<file path="config.mk">
export PLATFORM = sky130hd
export DESIGN_NAME = sec_scrub_ctrl
export DESIGN_NICKNAME = d
export VERILOG_FILES = /design/src/rtl/sec_scrub_ctrl.sv
export SDC_FILE = /design/constraint.sdc
export NUM_CORES = 1
export LEC_CHECK = 0
export BUFFER_PORTS_ARGS = -buffer_cell sky130_fd_sc_hd__buf_2
export CORE_AREA = 8 8 327 329
export DETAILED_ROUTE_END_ITERATION = 10
export DIE_AREA = 0 0 335 337
export PLACE_DENSITY = 0.37
export REMOVE_ABC_BUFFERS = 1
export SLEW_MARGIN = 20
export SYNTH_ARGS = -nofsm -noshare
export SYNTH_HDL_FRONTEND = slang
export SYNTH_SLANG_ARGS = --single-unit
export TNS_END_PERCENT = 20
</file>
<file path="constraint.sdc">
create_clock -name clk -period 2.4 [get_ports clk]
set_input_delay 0 -clock clk [delete_from_list [all_inputs] [get_ports clk]]
set_output_delay 0 -clock clk [all_outputs]
set_load 0.01 [all_outputs]
</file>
<file path="src/rtl/sec_scrub_ctrl.sv">
// rtl/sec_scrub_ctrl.sv - background SEC scrubber for 136-bit codeword SRAM
//
// Walks addresses 0..DEPTH-1, reads each codeword, lets the external SEC
// decoder/encoder pair rebuild it, and writes it back only when the rebuilt
// codeword differs from what was read.
//
// Optional build macro: SCRUB_ERR_LOG_EN (builds the last-corrected-address log).
//
// Ports:
//   clk, rst_n        clock, async active-low reset
//   scrub_en          level enable (finishes the current address when dropped)
//   clear_cnt         sync clear of err_cnt (and last_err_vld when logging)
//   mem_req/we/addr   memory request, held stable until mem_gnt
//   mem_wdata         write-back codeword
//   mem_gnt           arbiter grant
//   mem_rvalid/rdata  read response
//   dec_codeword      captured codeword to the SEC decoder
//   dec_message       corrected message from the SEC decoder
//   enc_message       message to the SEC encoder
//   enc_codeword      re-encoded codeword from the SEC encoder
//   busy              read granted, address not yet finished
//   pass_done         1-cycle pulse when address DEPTH-1 finishes
//   err_cnt           saturating corrected-word counter
//   last_err_addr/vld most recent corrected address (logging builds only)
module sec_scrub_ctrl #(
  parameter int ADDR_W   = 10,
  parameter int DEPTH    = 1024,
  parameter int INTERVAL = 256,
  parameter int CNT_W    = 16
) (
  input  logic              clk,
  input  logic              rst_n,
  input  logic              scrub_en,
  input  logic              clear_cnt,
  output logic              mem_req,
  output logic              mem_we,
  output logic [ADDR_W-1:0] mem_addr,
  output logic [135:0]      mem_wdata,
  input  logic              mem_gnt,
  input  logic              mem_rvalid,
  input  logic [135:0]      mem_rdata,
  output logic [135:0]      dec_codeword,
  input  logic [127:0]      dec_message,
  output logic [127:0]      enc_message,
  input  logic [135:0]      enc_codeword,
  output logic              busy,
  output logic              pass_done,
  output logic [CNT_W-1:0]  err_cnt,
  output logic [ADDR_W-1:0] last_err_addr,
  output logic              last_err_vld
);

  localparam int TMR_W = (INTERVAL < 1) ? 1 : $clog2(INTERVAL + 1);
  localparam logic [ADDR_W-1:0] LAST_ADDR = ADDR_W'(DEPTH - 1);
  localparam logic [TMR_W-1:0]  TMR_LOAD  = TMR_W'(INTERVAL);

  typedef enum logic [2:0] {
    S_IDLE,
    S_RD_REQ,
    S_RD_WAIT,
    S_CHECK,
    S_WR,
    S_GAP
  } state_t;

  state_t             state_q, state_d;
  logic [ADDR_W-1:0]  ptr_q;
  logic [TMR_W-1:0]   tmr_q;
  logic [135:0]       cw_q;
  logic [135:0]       wdata_q;
  logic               busy_q;
  logic               pass_q;
  logic [CNT_W-1:0]   cnt_q;

  logic mismatch;
  logic corrected;
  logic gap_entry;

  // Any difference (data or check bits) means the stored word is not the
  // canonical encoding of the corrected message and must be rewritten.
  assign mismatch  = (enc_codeword != cw_q);
  assign corrected = (state_q == S_CHECK) && mismatch;
  // The address is finished either straight from CHECK or once the write is granted.
  assign gap_entry = ((state_q == S_CHECK) && !mismatch) ||
                     ((state_q == S_WR) && mem_gnt);

  assign mem_addr     = ptr_q;
  assign mem_wdata    = wdata_q;
  assign dec_codeword = cw_q;
  assign enc_message  = dec_message;
  assign busy         = busy_q;
  assign pass_done    = pass_q;
  assign err_cnt      = cnt_q;

  always_comb begin
    state_d = state_q;
    mem_req = 1'b0;
    mem_we  = 1'b0;
    case (state_q)
      S_IDLE: begin
        if (scrub_en) state_d = S_RD_REQ;
      end
      S_RD_REQ: begin
        mem_req = 1'b1;
        // A grant in the same cycle as the enable drop still commits the read.
        if (mem_gnt)        state_d = S_RD_WAIT;
        else if (!scrub_en) state_d = S_IDLE;
      end
      S_RD_WAIT: begin
        if (mem_rvalid) state_d = S_CHECK;
      end
      S_CHECK: begin
        state_d = mismatch ? S_WR : S_GAP;
      end
      S_WR: begin
        mem_req = 1'b1;
        mem_we  = 1'b1;
        if (mem_gnt) state_d = S_GAP;
      end
      S_GAP: begin
        if (tmr_q == '0) state_d = scrub_en ? S_RD_REQ : S_IDLE;
      end
      default: state_d = S_IDLE;
    endcase
  end

  always_ff @(posedge clk or negedge rst_n) begin
    if (!rst_n) begin
      state_q <= S_IDLE;
      ptr_q   <= '0;
      tmr_q   <= '0;
      cw_q    <= '0;
      wdata_q <= '0;
      busy_q  <= 1'b0;
      pass_q  <= 1'b0;
      cnt_q   <= '0;
    end else begin
      state_q <= state_d;
      pass_q  <= gap_entry && (ptr_q == LAST_ADDR);

      if (gap_entry) begin
        ptr_q <= (ptr_q == LAST_ADDR) ? '0 : ptr_q + ADDR_W'(1);
      end

      if (gap_entry) begin
        tmr_q <= TMR_LOAD;
      end else if ((state_q == S_GAP) && (tmr_q != '0)) begin
        tmr_q <= tmr_q - TMR_W'(1);
      end

      if ((state_q == S_RD_REQ) && mem_gnt) begin
        busy_q <= 1'b1;
      end else if (gap_entry) begin
        busy_q <= 1'b0;
      end

      if ((state_q == S_RD_WAIT) && mem_rvalid) begin
        cw_q <= mem_rdata;
      end

      if (corrected) begin
        wdata_q <= enc_codeword;
      end

      if (clear_cnt) begin
        cnt_q <= '0;
      end else if (corrected && (cnt_q != '1)) begin
        cnt_q <= cnt_q + CNT_W'(1);
      end
    end
  end

`ifdef SCRUB_ERR_LOG_EN
  logic [ADDR_W-1:0] log_addr_q;
  logic              log_vld_q;

  always_ff @(posedge clk or negedge rst_n) begin
    if (!rst_n) begin
      log_addr_q <= '0;
      log_vld_q  <= 1'b0;
    end else begin
      if (corrected) begin
        log_addr_q <= ptr_q;
      end
      // A correction in the same cycle as the clear still leaves a valid entry.
      if (corrected) begin
        log_vld_q <= 1'b1;
      end else if (clear_cnt) begin
        log_vld_q <= 1'b0;
      end
    end
  end

  assign last_err_addr = log_addr_q;
  assign last_err_vld  = log_vld_q;
`else
  assign last_err_addr = '0;
  assign last_err_vld  = 1'b0;
`endif

endmodule

</file>
==> results.sh <==
export IMPL_core_area_um2=101000
export IMPL_portBuffers=579
export IMPL_firstDrtPassIters=5
export IMPL_p_int_w=0.0200
export IMPL_antenna_found_initial=12
export IMPL_gp_congestion=0.833
export IMPL_regArea_um2=7810
export IMPL_period_share_pct=119
export IMPL_grt_pass1_wl_mm=144
export IMPL_clkPwrFrac_pct=19.9
export IMPL_regToRegSetupSlack_ns=-0.46
export IMPL_syn_inst=1184
export IMPL_peakVddDrop_v=0.000654
export IMPL_vias=14525
export IMPL_critPathMaxFanout=10
export IMPL_setup_violations=173
export IMPL_endpoint_kind="flip-flop"
export IMPL_cpPeakStageDelay_ns=0.39
export IMPL_place_ws_ns=-0.904
export IMPL_io_pins=847
export IMPL_drcViolationCount=0
export IMPL_clk_pin_slew_ns=0.06
export IMPL_finClkSkew_ns=0.0415
export IMPL_status="finished with violations"
export IMPL_leakagePower_nw=12.5
export IMPL_swShare_pct=37.6
export IMPL_ys_ff_latch=312
export IMPL_cts_sinks=312
export IMPL_worstMarginPinSlew_ns=0.733
export IMPL_worstSkewPairLatency_ns=0.61
export IMPL_dp_cells=3249
export IMPL_yosysWarnings=0
export IMPL_cts_root_buffer="clkbuf_16"
export IMPL_hold_depth=0
export IMPL_crit_arrival_ns=3.34
export IMPL_die_h_um=337
export IMPL_dieArea_um2=113000
export IMPL_cts_buffer_depth=3
export IMPL_grt_ovfl_total=0
export IMPL_r2r_start="dec_codeword[62]"
export IMPL_cts_tree="yes"
export IMPL_path_class="reg2reg"
export IMPL_synth_area_um2=15200
export IMPL_setup_ws_ns=-0.464
export IMPL_synth_async_sr_flop_share_pct=100
export IMPL_yosysUniqueCellTypes=56
export IMPL_rsz0062_at_grt="true"
export IMPL_fmax_ghz=0.349
export IMPL_hold_ws_ns=0.000176
export IMPL_total_power_w=0.0321
export IMPL_layoutNonFillerInstCount=3626
export IMPL_min_delay_start="dec_message[120]"
export IMPL_violations="negative setup slack"
export IMPL_start_util_pct=15.0
export IMPL_htree_num_levels=2
export IMPL_num_rows=117
export IMPL_drive_gt1_share_pct=57.0
export IMPL_combPwrFrac_pct=49.9
export IMPL_cts_buffers=42
export IMPL_cp_start_kind="flip-flop"
export IMPL_holdPathEnd="enc_message[120]"
export IMPL_p_sw_w=0.0121
export IMPL_worstPathCellList="xor2_1 -> nor4_2 -> buf_4 -> nand4_1 -> buf_6 -> nor3_4 -> buf_6 -> a31o_4 -> buf_12 -> buf_12 -> buf_12 -> mux2_4"
export IMPL_multi_input_area_um2=6910
export IMPL_fin_crit_ns=2.86
export IMPL_relSlewSlack_pct=51.0
export IMPL_drv_cap=0
export IMPL_die_x_um=335
export IMPL_synth_edf_count=0
export IMPL_synth_avg_cell_area_um2=12.8
export IMPL_grt_util_all_layers_pct=18.5
export IMPL_cp_data_required_time_ns=2.88
export IMPL_cp_slowest_cell="dfrtp_1"
export IMPL_synthFlopType="dfrtp_1"
export IMPL_power_frac_seq_pct=30.2
export IMPL_wire_per_inst_um=30.1
export IMPL_nets=2629
export IMPL_r2r_cells=12
export IMPL_slew_viol_final=0
export IMPL_hold_path_class="in2out"
export IMPL_p_per_area_nw_per_um2=1220
export IMPL_ys_seq_area_share_pct=51.5
export IMPL_hold_violations=0
export IMPL_syn2layout_area_growth_pct=73.4
export IMPL_fillers=10891
export IMPL_dp_hpwl_mm=86.9
export IMPL_grt_pass1_vias=15520
export IMPL_drtAntennaViolNets=0
export IMPL_viasPerCell=4.01
export IMPL_grt_max_degree=67
export IMPL_timing_rr_end="mem_wdata[70]"
export IMPL_drt_iter0_markers=1038
export IMPL_crit_top_cell="buf_12"
export IMPL_routed_wl_mm=109
## cell usage after synthesis (2+ instances only)
cell         n  area, um^2
a21oi_1     16        80.1
a311oi_1     2        17.5
nor3_1       2        10.0
dfrtp_1    312        7810
xnor2_1     10        87.6
nand2b_1     7        43.8
a31o_2       6        52.6
clkbuf_1    18        67.6
a2111oi_1    2        20.0
mux2_1      76         856
nor4_1      65         407
nor3b_1      2        15.0
buf_4      146        1100
nor2b_1     11        68.8
mux2_2     202        2270
or3_1        2        12.5
nand4b_1     6        52.6
nand2_1     19        71.3
o21ai_0      7        35.0
and3_1       8        50.1
buf_6        8        90.1
xor2_1     138        1210
nor2_1      25        93.8
o21ai_1      3        15.0
ha_1         3        37.5
a31oi_1      2        12.5
and4_1       5        43.8
buf_2        7        35.0
nor4_2       3        37.5
nand3_1      6        30.0
nand4_1     21         131
and2_1       5        31.3
inv_1       13        48.8
a211oi_1     2        15.0
a22oi_1      2        15.0
nor4b_1      2        17.5
## per-stage QoR
step	util [%]	setup TNS (ns)	cell area (um^2)
final	26.0	-65.03	26300
after global placement	20.6	-132.46	20900
after floorplan	-	-1669.52	13900
after detailed placement	20.6	-127.32	20900
after CTS	25.7	-63.51	26000
after global routing	26.0	-81.81	26300
## registers in the layout, indices dropped and copies added (netlist names)
signal        flops
busy              1
err_cnt          16
mem_addr         10
pass_done         1
tmr_q             9
state_q           3
mem_wdata       136
dec_codeword    136
## power by group through the flow
stage	Sequential [W]	Combinational [W]	Clock, W
global placement	0.00960	0.0139	0
floorplan	0.0106	0.00453	0
detailed placement	0.00962	0.0140	0
global route	0.00998	0.0171	0.00683
CTS	0.00962	0.0158	0.00663
finish	0.00971	0.0160	0.00639
## cell type report
cell class                 instances  share of cell area, %
antenna                            5                 0.0476
clock buffer                      59                   4.50
clock inverter                    18                  0.723
inverter                          13                  0.185
multi-input combinational        689                   26.3
sequential                       312                   29.7
tap                             1368                   6.51
timing repair buffer            1162                   32.1
## routing by layer
metal / part of all wire, % / routed length, um / vias up / global-route usage, %
li1: - / - / 6128 / -
met1: 43 / 47300 / 7311 / 23.4
met2: 37 / 40000 / 952 / 23.0
met3: 17 / 18500 / 104 / 15.3
met4: 1.6 / 1780 / 30 / 3.35
met5: 1.5 / 1660 / - / 10.4
## cells by family after synthesis
family	count (synthesis)	share of synthesized area, %
adders and majority gates	3	0.247
other	1	0.0247
buffers and inverters	193	8.95
and+or+nand+nor	193	7.59
AOI/OAI and AO/OA	55	2.46
xor gates and xnor gates	148	8.54
DFF	312	51.5
muxes	279	20.7
## how the worst max path moves through the flow
stage | cells past startpoint | end | startpoint
global placement | 10 | mem_addr[6] | dec_codeword[49]
detailed placement | 10 | mem_addr[8] | dec_codeword[49]
finish | 12 | mem_wdata[70] | dec_codeword[62]
global route | 12 | mem_addr[9] | dec_codeword[120]
floorplan | 3 | dec_codeword[0] | state_q[0]
CTS | 13 | mem_wdata[43] | dec_codeword[95]
## critical path: cells and delay by family, from the launching register on
| kind | cells | cell delay [ns] |
|---|---|---|
| buf+inv | 6 | 0.94 |
| compound gates | 1 | 0.18 |
| flops | 1 | 0.39 |
| simple gates | 3 | 0.69 |
| xor+xnor | 1 | 0.20 |
| mux | 1 | 0.31 |
## cells in the final DEF (no fill, tap or decap), types with 4 or more instances in the layout
master,instances
nor4_4,8
and3_1,8
clkbuf_8,7
nor2_1,25
nor4_2,18
o21ai_1,6
dlygate4sd3_1,277
dfrtp_1,311
clkbuf_16,44
clkbuf_1,10
buf_2,578
nor2b_1,11
and2_1,4
xor2_1,127
buf_6,11
mux2_1,12
clkinv_2,10
inv_1,13
nor4_1,42
nand2b_1,7
xor2_2,9
xnor2_1,9
conb_1,11
mux2_2,159
a21oi_1,14
nand4_1,21
nand4b_1,6
buf_4,261
buf_12,23
nand2_1,17
nand3_1,5
and4_1,5
buf_8,7
a31o_2,6
diode_2,5
mux2_4,108
## timing repair
item / 4_1_cts / 5_1_grt
setup endpoints to repair: 174 / 175
pin swaps: 34 / 14
buffers inserted: 14 / 3
cloned: 4 / 2
hold endpoints to repair: 604 / 0
gates resized for setup: 163 / 55
hold buffers: 277 / 0
(Power assumes the default switching activity.)
